[src/rtl/sort_stream_pkg.sv]
// Shared types and helpers for the sort_stream_engine frame sorter.
// Holds the FSM state encoding, the counter-width helper and the padding rule.
package sort_stream_pkg;

    typedef enum logic [1:0] {
        IDLE,
        LOAD,
        SORT,
        DRAIN
    } state_t;

    function automatic int cnt_w(input int depth);
        return $clog2(depth + 1);
    endfunction

    // Pads sort to the tail: all-ones when ascending, zero when descending.
    // The caller narrows the result to its element width.
    function automatic logic [31:0] pad_val(input logic desc);
        return desc ? '0 : '1;
    endfunction

endpackage

[src/rtl/sort_stream_engine_cx.sv]
// Combinational compare-exchange cell for one adjacent pair of the sort array.
// lo_out receives the min (ascending) or the max (descending).
module sort_cx #(
    parameter int WIDTH = 5
) (
    input  logic [WIDTH-1:0] a_in,
    input  logic [WIDTH-1:0] b_in,
    input  logic             desc,
    output logic [WIDTH-1:0] lo_out,
    output logic [WIDTH-1:0] hi_out
);

    logic             a_gt;
    logic [WIDTH-1:0] mn;
    logic [WIDTH-1:0] mx;

    assign a_gt   = a_in > b_in;
    assign mn     = a_gt ? b_in : a_in;
    assign mx     = a_gt ? a_in : b_in;
    assign lo_out = desc ? mx : mn;
    assign hi_out = desc ? mn : mx;

endmodule

[src/rtl/sort_stream_engine.sv]
// Sequential frame sorter: loads up to DEPTH elements, runs DEPTH odd-even
// transposition passes, then streams the sorted frame out over valid/ready.
module sort_stream_engine
    import sort_stream_pkg::*;
#(
    parameter int WIDTH = 5,
    parameter int DEPTH = 8
) (
    input  logic             clk,
    input  logic             rst,
    input  logic             in_valid,
    input  logic [WIDTH-1:0] in_data,
    input  logic             in_last,
    input  logic             in_desc,
    output logic             in_ready,
    output logic             out_valid,
    output logic [WIDTH-1:0] out_data,
    output logic             out_last,
    input  logic             out_ready,
    output logic             busy
);

    localparam int CNT_W = cnt_w(DEPTH);
    localparam int IDX_W = (DEPTH > 2) ? $clog2(DEPTH) : 1;
    localparam logic [CNT_W-1:0] LAST_IDX = CNT_W'(DEPTH - 1);

    state_t           state;
    state_t           state_n;
    logic [WIDTH-1:0] mem   [DEPTH];
    logic [WIDTH-1:0] mem_n [DEPTH];
    logic [WIDTH-1:0] lo    [DEPTH-1];
    logic [WIDTH-1:0] hi    [DEPTH-1];
    logic [CNT_W-1:0] count;
    logic [CNT_W-1:0] pass_cnt;
    logic [CNT_W-1:0] rd_idx;
    logic             desc_q;
    logic             in_ready_q;
    logic             accept;
    logic             frame_end;
    logic             dir;
    logic             last_el;
    logic [WIDTH-1:0] pad;

    assign accept    = in_valid && in_ready_q;
    assign frame_end = accept && (in_last || count == LAST_IDX);
    // Direction is not yet latched while the first beat is being accepted.
    assign dir       = (state == IDLE) ? in_desc : desc_q;
    assign pad       = WIDTH'(pad_val(dir));
    assign last_el   = (rd_idx == count - CNT_W'(1));

    for (genvar i = 0; i < DEPTH - 1; i++) begin : g_cx
        sort_cx #(
            .WIDTH(WIDTH)
        ) u_cx (
            .a_in  (mem[i]),
            .b_in  (mem[i+1]),
            .desc  (desc_q),
            .lo_out(lo[i]),
            .hi_out(hi[i])
        );
    end

    always_ff @(posedge clk or posedge rst) begin
        if (rst) begin
            state <= IDLE;
        end else begin
            state <= state_n;
        end
    end

    always_comb begin
        state_n = state;
        case (state)
            IDLE:    if (accept) state_n = frame_end ? SORT : LOAD;
            LOAD:    if (frame_end) state_n = SORT;
            SORT:    if (pass_cnt == LAST_IDX) state_n = DRAIN;
            DRAIN:   if (out_ready && last_el) state_n = IDLE;
            default: state_n = IDLE;
        endcase
    end

    // Even passes write back pairs starting at even slots, odd passes the rest;
    // the frame-end beat also pads every slot above it in the same edge.
    always_comb begin
        for (int unsigned j = 0; j < DEPTH; j++) begin
            mem_n[j] = mem[j];
        end
        if (state == SORT) begin
            for (int unsigned j = 0; j < DEPTH - 1; j++) begin
                if (j[0] == pass_cnt[0]) begin
                    mem_n[j]   = lo[j];
                    mem_n[j+1] = hi[j];
                end
            end
        end else if (accept) begin
            for (int unsigned j = 0; j < DEPTH; j++) begin
                if (j == 32'(count)) begin
                    mem_n[j] = in_data;
                end else if (frame_end && j > 32'(count)) begin
                    mem_n[j] = pad;
                end
            end
        end
    end

    always_ff @(posedge clk or posedge rst) begin
        if (rst) begin
            for (int unsigned j = 0; j < DEPTH; j++) begin
                mem[j] <= '0;
            end
            count      <= '0;
            pass_cnt   <= '0;
            rd_idx     <= '0;
            desc_q     <= 1'b0;
            in_ready_q <= 1'b0;
        end else begin
            for (int unsigned j = 0; j < DEPTH; j++) begin
                mem[j] <= mem_n[j];
            end
            in_ready_q <= (state_n == IDLE) || (state_n == LOAD);
            if (accept && state == IDLE) begin
                desc_q <= in_desc;
            end
            if (accept) begin
                count <= count + CNT_W'(1);
            end
            pass_cnt <= (state == SORT) ? pass_cnt + CNT_W'(1) : '0;
            if (state == DRAIN && out_ready) begin
                if (last_el) begin
                    rd_idx <= '0;
                    count  <= '0;
                end else begin
                    rd_idx <= rd_idx + CNT_W'(1);
                end
            end
        end
    end

    assign in_ready  = in_ready_q;
    assign out_valid = (state == DRAIN);
    assign out_data  = out_valid ? mem[rd_idx[IDX_W-1:0]] : '0;
    assign out_last  = out_valid && last_el;
    assign busy      = (state == SORT) || (state == DRAIN);

endmodule

[config.mk]
export PLATFORM = sky130hd
export DESIGN_NAME = sort_stream_engine
export DESIGN_NICKNAME = d
export VERILOG_FILES = /design/src/rtl/sort_stream_pkg.sv /design/src/rtl/sort_stream_engine_cx.sv /design/src/rtl/sort_stream_engine.sv
export SDC_FILE = /design/constraint.sdc
export NUM_CORES = 1
export LEC_CHECK = 0
export CORE_UTILIZATION = 45
export DETAILED_ROUTE_END_ITERATION = 8
export GPL_ROUTABILITY_DRIVEN = 0
export MAX_ROUTING_LAYER = met4
export SETUP_SLACK_MARGIN = 0.2
export SKIP_CTS_REPAIR_TIMING = 1
export SLEW_MARGIN = 0
export SYNTH_ARGS = -nofsm -noshare
export SYNTH_HDL_FRONTEND = slang
export SYNTH_SLANG_ARGS = --single-unit
[constraint.sdc]
create_clock -name clk -period 2.7 [get_ports clk]
set_clock_uncertainty 0.1 [all_clocks]
set_input_delay 0.54 -clock clk [delete_from_list [all_inputs] [get_ports clk]]
set_output_delay 0.54 -clock clk [all_outputs]
set_load 0.05 [all_outputs]
Word-level counts from Yosys, hierarchy flattened
Cells that the tools add are included.
{"block": "totals", "latch_bits": 0, "out_inout_bits": 9, "word_cells": 154, "memories": 0, "inputBits": 11, "mem_bits_ro": 0, "regBits": 56, "ramBits": 0}
{"block": "classes", "mux": 69, "n_reduce_logical": 36, "shift": 0, "div": 0, "add_sub_neg": 4, "bitwise_logic": 1, "eq_ne": 15, "n_mul": 0, "order_cmp": 15}
{"operator": "$mux 5", "count": 47}
{"operator": "$mux 40", "count": 2}
{"operator": "$mux 10", "count": 7}
{"operator": "$gt 5x5->1", "count": 7}
{"operator": "$reduce_bool 3->1", "count": 7}
{"operator": "$mux 4", "count": 5}
{"operator": "$eq 3x4->1 const A", "count": 4}
{"operator": "$gt 3x4->1 const A", "count": 4}
{"operator": "$bmux 5 s3", "count": 1}
{"operator": "$logic_and 1x1->1", "count": 13}
{"operator": "$add 4x1->4 const B", "count": 3}
{"operator": "$reduce_and 2->1", "count": 6}
{"operator": "$mux 2", "count": 5}
{"operator": "$eq 2x4->1 const A", "count": 2}
{"operator": "$eq 4x3->1 const B", "count": 2}
{"operator": "$gt 2x4->1 const A", "count": 2}
{"operator": "$pmux 2 s4", "count": 1}
{"operator": "$reduce_and 3->1", "count": 2}
{"operator": "$eq 1x4->1 const A", "count": 1}
{"operator": "$eq 2x1->1 const B", "count": 2}
{"operator": "$eq 2x2->1 const B", "count": 2}
{"operator": "$eq 4x4->1", "count": 1}
{"operator": "$ge 4x4->1 const B", "count": 1}
{"operator": "$gt 1x4->1 const A", "count": 1}
{"operator": "8 further kinds", "count": 12}

Depth between registers and ports, before layout
Gate-level depths: netlist of run 1.
{"block": "depth", "word_depth": 11, "mapped_depth": 10, "mapped_depth_nobuf": 9}

Modules after synthesis
A second synthesis of run 1 with hierarchy kept.
{"block": "hier_totals", "hier_cells": 587, "area_unflattened_um2": 6052.1}
{"mod": "sort_stream_engine", "area_each_um2": 3844.9, "cells_per_inst": 342, "seq_area_each_um2": 1401.3, "instances": 1}
{"mod": "sort_cx", "area_each_um2": 315.3, "cells_per_inst": 35, "seq_area_each_um2": 0.0, "instances": 7}

Worst setup path before layout of run 1
Ideal clock, no wire load.
{"block": "synth_timing", "path_kind": "register to output", "start": "reg count[0]", "end": "out out_last", "arrival_time_ps": 1913, "path_buffers": 1, "required_time_ps": 2060, "stages_incl_launch_ff": 7, "slack_ps": 147, "cell_sequence": "dfrtp_1 buf_2 inv_1 ha_1 xnor2_1 nor4_2 and2_1"}
{"block": "synth_via", "elab_chain_len": 3}
{"item": "start: declaration", "line_no": "sort_stream_engine.sv:33", "source": "logic [CNT_W-1:0] count;"}
{"item": "start signal: assignment", "line_no": "sort_stream_engine.sv:125", "source": "count <= count + CNT_W'(1);"}
{"item": "$sub 4x1->4", "line_no": "sort_stream_engine.sv:49", "source": "assign last_el = (rd_idx == count - CNT_W'(1));"}
{"item": "$eq 4x4->1", "line_no": "sort_stream_engine.sv:49"}
{"item": "$logic_and 1x1->1", "line_no": "sort_stream_engine.sv:142", "source": "assign out_last = out_valid && last_el;"}
{"item": "end: declaration", "line_no": "sort_stream_engine.sv:18", "source": "output logic out_last,"}
No other way between the ends.

Final worst setup path of run 1
{"block": "layout_timing", "start": "reg mem[24] (netlist bit)", "end": "reg mem[20] (netlist bit)"}
{"block": "layout_via", "elab_chain_len": 6, "elab_cells_between_ends": 11, "cone_classes": "order compare: 2; mux: 9"}
{"item": "start: declaration", "line_no": "sort_stream_engine.sv:29", "source": "logic [WIDTH-1:0] mem [DEPTH];"}
{"item": "start signal: indexed assignment", "line_no": "sort_stream_engine.sv:118", "source": "mem[j] <= mem_n[j];"}
{"item": "$gt 5x5->1", "line_no": "sort_stream_engine_cx.sv:17", "source": "assign a_gt = a_in > b_in;"}
{"item": "$mux 5, on equally long branches", "line_no": "sort_stream_engine_cx.sv:19, sort_stream_engine_cx.sv:18"}
{"item": "$mux 5", "line_no": "sort_stream_engine_cx.sv:21", "source": "assign hi_out = desc ? mn : mx;"}
{"item": "$mux 10", "line_no": "sort_stream_engine.sv:90", "source": "if (j[0] == pass_cnt[0]) begin"}
{"item": "$mux 10 (*)", "line_no": "sort_stream_engine.sv:90"}
{"item": "$mux 40 (*)", "line_no": "sort_stream_engine.sv:88", "source": "if (state == SORT) begin"}
Every way passes the cells marked *; elsewhere a longest branch is shown, timed or not.
A chain may end at the register's enable or synchronous reset.

==> results of run 1 <==
layout make-up:
cell class / instances / area, µm² / area share
flip-flops and latches: 56 / 1420 / 0.198
clock buffers: 6 / 139 / 0.0194
well taps: 168 / 210 / 0.0293
multi-input cells: 546 / 4290 / 0.598
repair buffers: 106 / 925 / 0.129
inverters: 48 / 180 / 0.0251
clock inverters: 1 / 8.76 / 0.00122
worst max-delay path by stage:
stage              start          end  cells after the start
6_report         mem[24]      mem[20]                      9
5_1_grt          mem[24]      mem[20]                      9
4_1_cts          mem[24]      mem[28]                      8
3_5_place_dp     mem[24]      mem[28]                      8
3_3_place_gp     mem[24]      mem[22]                      8
2_1_floorplan  rd_idx[0]  out_data[0]                      5
layout by cell type, fill, tap and decap left out, drive strengths merged, types with 24 or more instances in the layout:
| master | netlist | routed |
|---|---|---|
| inv | 48 | 48 |
| mux2i | 30 | 30 |
| ha | 41 | 41 |
| dfrtp | 56 | 56 |
| nand2 | 52 | 52 |
| buf | 18 | 92 |
| o21ai | 55 | 55 |
| nor2 | 47 | 47 |
| a21oi | 67 | 67 |
| a31oi | 24 | 24 |
through the flow:
stage / util / hold slack (ns)
final: 0.587 / 0.426
after global routing: 0.587 / 0.445
after CTS: 0.536 / 0.429
after detailed placement: 0.524 / 0.412
after global placement: 0.524 / 0.418
after floorplan: - / 0.366
state kept, by name (all words and copies together) (netlist names):
signal    cells
mem          40
rd_idx        4
in_ready      1
state         2
count         4
desc_q        1
pass_cnt      4
layer usage:
layer | GRT usage | up-vias | routed length [µm] | part of all wire
met5 | - | - | 0 | 0
met4 | 0.117 | 0 | 597 | 0.031
met3 | 0.0622 | 50 | 1580 | 0.083
met2 | 0.466 | 275 | 8870 | 0.47
met1 | 0.379 | 2813 | 8030 | 0.42
li1 | - | 2705 | - | -
cells by family after synthesis:
family          after synthesis  share of synthesized area
fa+ha+maj                    41                     0.0894
flops                        56                      0.244
simple gates                191                      0.168
buf+inv                      95                     0.0670
mux                          44                     0.0995
compound gates              246                      0.292
xor+xnor                     24                     0.0406
cells in the mapped netlist, types with 3 or more instances:
master / instances
a21oi_1: 65
dfrtp_1: 56
nand2_1: 52
inv_1: 48
o21ai_0: 48
nor2_1: 45
ha_1: 41
mux2i_1: 30
clkbuf_1: 29
a31oi_1: 24
nand3_1: 22
xnor2_1: 14
and2_1: 13
o21a_1: 13
a21o_1: 12
and3_1: 11
buf_2: 10
mux4_2: 10
nor2b_1: 9
o21ai_1: 7
xor2_1: 7
a211oi_1: 6
o211ai_1: 6
buf_1: 5
nand2b_1: 5
nor3_1: 5
a221o_1: 4
a22oi_1: 4
a2bb2oi_1: 4
a311oi_1: 4
nand3b_1: 4
nand4_1: 4
o221a_1: 4
o221ai_1: 4
o22ai_1: 4
or2_2: 4
a2111o_1: 3
a22o_1: 3
mux2_2: 3
o22a_1: 3
o311ai_0: 3
o311ai_1: 3
==> results_dict.tcl, run 1 <==
set metrics [dict create \
    nNetsFinal 815 \
    cp.required_ns 2.84 \
    setup_viol 0 \
    r2r_end "mem[20]" \
    grt_use_total 0.299 \
    hold_depth 1 \
    tns_ns 0 \
    pin_count 20 \
    crit_type "reg -> reg" \
    cts_tree "done" \
    syn_inst 697 \
    die_h_um 115 \
    grt-ovfl-total 0 \
    cap_violations 0 \
    synth-edff-count 0 \
    hold_end "rd_idx[3]" \
    reg2reg_setup_slack_ns 0.06 \
    hold_violations 0 \
    wl_per_cell_um 20.5 \
    fmax_ghz 0.378 \
    period_share 0.979 \
    arrival_ns 2.78 \
    die_x_um 115 \
    first_iter_violations 403 \
    port_buffers 19 \
    synth_top_area_frac 0.244 \
    avgSynthCellArea_um2 8.23 \
    dpl_cell_area_um2 6390 \
    cts_made_buffers 5 \
    synth_nets 749 \
    crit_family "compound AO/OA/AOI/OAI gates" \
    critPathLaunchType "register" \
    slowest_delay_ns 0.46 \
    antenna_found_initial 0 \
    rows 40 \
    fin_crit_ns 2.64 \
    yosysWarnings 0 \
    relSlewSlack 0.466 \
    ys_types 77 \
    post_layout_nonfiller_instances 931 \
    drt_wl_total_mm 19.1 \
    crit_buf_inv 2 \
    root_buffer "clkbuf_16" \
    tightestPinTransition_ns 0.791 \
    grt_pass1_vias 5583 \
    yosys.area.top_type "dfrtp_1" \
    die-area_um2 13200 \
    syn_area_um2 5740 \
    min-delay-path-class "reg -> reg" \
    end_kind "register" \
    place_ws_ns -0.0381 \
    synth_ff_type "dfrtp_1" \
    vias 5843 \
    n_fill_cell 1107 \
    slowest_stage "dfrtp_2" \
    hp-start "rd_idx[3]" \
    grt_max_degree 36 \
    diodes 0 \
    rsz0062_at_grt "yes" \
    status "finished, final reports clean" \
    htreeDepth 2 \
    drive_gt1_frac 0.257 \
    syn2layout_area_growth_pct 25.0 \
    antenna_left 0 \
    drt_pre_antenna_iters 5 \
    ys_ff_latch 56 \
    clock-sinks 56 \
    crit_path_max_fanout 4 \
    grt_pass1_wl_mm 29.3 \
    r2r-start "mem[24]" \
    cts_max_path_buffers 2 \
    post-place-cells 893 \
    yosys-top-cells-area "dfrtp_1, ha_1, a21oi_1" \
    clk_latency_ns 0.31 \
    via_per_inst 6.28 \
    dp.final_hpwl_mm 13.6 \
    ys_seq_area_frac 0.244 \
    drv_slew 0 \
    drc_errors 0 \
    coreArea_um2 12200 \
    final.setup.worst_slack_ns 0.0571 \
    synthArstFlopShare 1.00 \
    crit_path_cell_trace "inv_2 -> ha_4 -> nand4_1 -> o21a_1 -> a221oi_4 -> buf_4 -> mux2i_1 -> a2111o_1 -> a2bb2oi_2" \
    final_area_um2 7170 \
    initial_core_util 0.470 \
    cts.reportedPaths.clkPinSlew_ns 0.08 \
    reg2reg_depth 9 \
]
Power of run 1 is left out: the tool's default activity adds up to more than one toggle a clock period on the data nets, which glitch-free logic cannot reach.
==> run 2, diff against run 1 <==
--- a/config.mk
+++ b/config.mk
@@ -5,6 +5,8 @@
 export SDC_FILE = /design/constraint.sdc
 export NUM_CORES = 1
 export LEC_CHECK = 0
+export ABC_AREA = 1
+export CORE_MARGIN = 2
 export CORE_UTILIZATION = 45
 export DETAILED_ROUTE_END_ITERATION = 8
 export GPL_ROUTABILITY_DRIVEN = 0
==> run 2 against run 1 <==
Clock-buffer cell count unchanged. Flip-flop and latch count is the same. Non-clock buffer count fell by 52. Cell area down 0.70%. Setup slack better by 0.12 ns.
==> results_dict.tcl, run 2 <==
set metrics [dict create \
    clk_latency_ns 0.32 \
    clock-sinks 56 \
    vias 6970 \
    syn_inst 1042 \
    initial_core_util 0.455 \
    synth_top_cells_by_count "nand3_1, nand2_1, inv_1" \
    via_per_inst 5.60 \
    avgSynthCellArea_um2 6.02 \
    relSlewSlack 0.630 \
    hp-start "pass_cnt[3]" \
    tightestPinTransition_ns 0.555 \
    reg2reg_depth 12 \
    grt_max_degree 71 \
    first_iter_violations 665 \
    hold_end "pass_cnt[3]" \
    fin_crit_ns 2.52 \
    grt_use_total 0.284 \
    regMostFlops "mem" \
    place_ws_ns 0.287 \
    cts_tree "done" \
    syn2layout_area_growth_pct 13.5 \
    status "finished, final reports clean" \
    cap_violations 0 \
    grt_pass1_wl_mm 32.1 \
    wl_per_cell_um 16.2 \
    period_share 0.935 \
    ys_types 36 \
    port_buffers 19 \
    cts.reportedPaths.clkPinSlew_ns 0.08 \
    pin_count 20 \
    synth-edff-count 0 \
    fmax_ghz 0.396 \
    synth_nets 1094 \
    diodes 0 \
    hold_depth 2 \
    coreArea_um2 13800 \
    setup_viol 0 \
    yosys-top-cells-area "nand3_1, dfrtp_1, nand2_1" \
    rows 43 \
    antenna_found_initial 0 \
    r2r_end "mem[8]" \
    final_common_cell "nand3_1" \
    min-delay-path-class "reg -> reg" \
    synth_top_area_frac 0.247 \
    arrival_ns 1.88 \
    syn_area_um2 6270 \
    yosysWarnings 0 \
    crit_type "reg -> out" \
    grt-ovfl-total 0 \
    drt_pre_antenna_iters 5 \
    synthArstFlopShare 1.00 \
    largest_reg_flops 40 \
    final_cell_mix "nand3_1, nand2_1, inv_1" \
    die-area_um2 14900 \
    ys_seq_area_frac 0.223 \
    crit_path_max_fanout 10 \
    die_x_um 122 \
    reg2reg_setup_slack_ns 0.43 \
    synth_ff_type "dfrtp_1" \
    die_h_um 122 \
    antenna_left 0 \
    cts_max_path_buffers 2 \
    root_buffer "clkbuf_16" \
    drv_slew 0 \
    critPathLaunchType "register" \
    grt_pass1_vias 6253 \
    rsz0062_at_grt "yes" \
    drive_gt1_frac 0.102 \
    dp.final_hpwl_mm 15.0 \
    htreeDepth 2 \
    final.setup.worst_slack_ns 0.176 \
    hold_violations 0 \
    r2r-start "mem[9]" \
    yosysMostFrequentCell "nand3_1" \
    cts_made_buffers 5 \
    end_kind "output pin" \
    cp.required_ns 2.06 \
    drt_wl_total_mm 20.2 \
    drc_errors 0 \
    yosys.area.top_type "nand3_1" \
    ys_ff_latch 56 \
    nNetsFinal 1115 \
]
[run 2: changes by cell type in the layout (fill, tap and decap cells not counted), moves of 12 or more]
cell	change
a21o_1	-12
a21oi_1	-19
a31oi_1	-24
buf_4	-49
inv_1	+70
mux2i_1	-26
nand2_1	+184
nand2_2	+14
nand3_1	+288
nor2_1	+46
o21a_1	-13
o21ai_0	-20
[run 2: kinds of logic after synthesis]
logic type,synth area share
and+or+nand+nor,0.491
buffers and inverters,0.105
AOI/OAI and AO/OA,0.0902
DFF,0.223
adders and majority gates,0.0818
xor gates and xnor gates,0.00838
[run 2: cell type report]
cell class,instances,area (µm²)
multi-input combinational,822,4310
inverter,123,468
clock buffer,6,129
timing repair buffer,54,553
tap,180,225
timing repair inverter,1,7.51
clock inverter,2,16.3
sequential,56,1410
fill,1483,6650
[run 2: worst max path at each step]
stage / startpoint / to / slack, ns / depth (start not counted)
floorplan: rd_idx[0] / out_data[0] / 0.23 / 6
global placement: count[1] / out_last / 0.32 / 8
detailed placement: in_valid / mem[29] / 0.29 / 12
CTS: count[1] / out_last / -0.04 / 8
global route: count[1] / out_last / 0.1 / 10
finish: rd_idx[0] / out_data[4] / 0.18 / 6
[run 2: worst max-delay path, cell delays in order (launching register included)]
cell	delay, ns
dfrtp_2	0.41
clkinvlp_4	0.17
buf_4	0.21
a21oi_1	0.13
o21ai_0	0.21
a31oi_4	0.28
buf_12	0.16
[run 2: per-stage QoR]
stage / cells / cell area [µm²] / TNS (ns) / util / hold WS, ns
2_1_floorplan: 1042 / 6270 / 0 / - / 0.389
3_3_place_gp: 1230 / 6820 / 0 / 0.495 / 0.415
3_5_place_dp: 1230 / 6820 / 0 / 0.495 / 0.425
4_1_cts: 1238 / 6960 / -0.0352 / 0.506 / 0.441
5_1_grt: 1244 / 7120 / 0 / 0.517 / 0.494
6_report: 1244 / 7120 / 0 / 0.517 / 0.437
[run 2: per-layer routing]
layer  vias to the layer above  part of all wire  routed length [µm]  track usage
met5                         -                 0                   0            -
met4                         0             0.018                 363       0.0797
met3                        27             0.047                 957       0.0332
met2                       177              0.48                9710        0.469
met1                      3221              0.45                9160        0.367
li1                       3545                 -                   -            -
Power of run 2 is left out for the same reason.
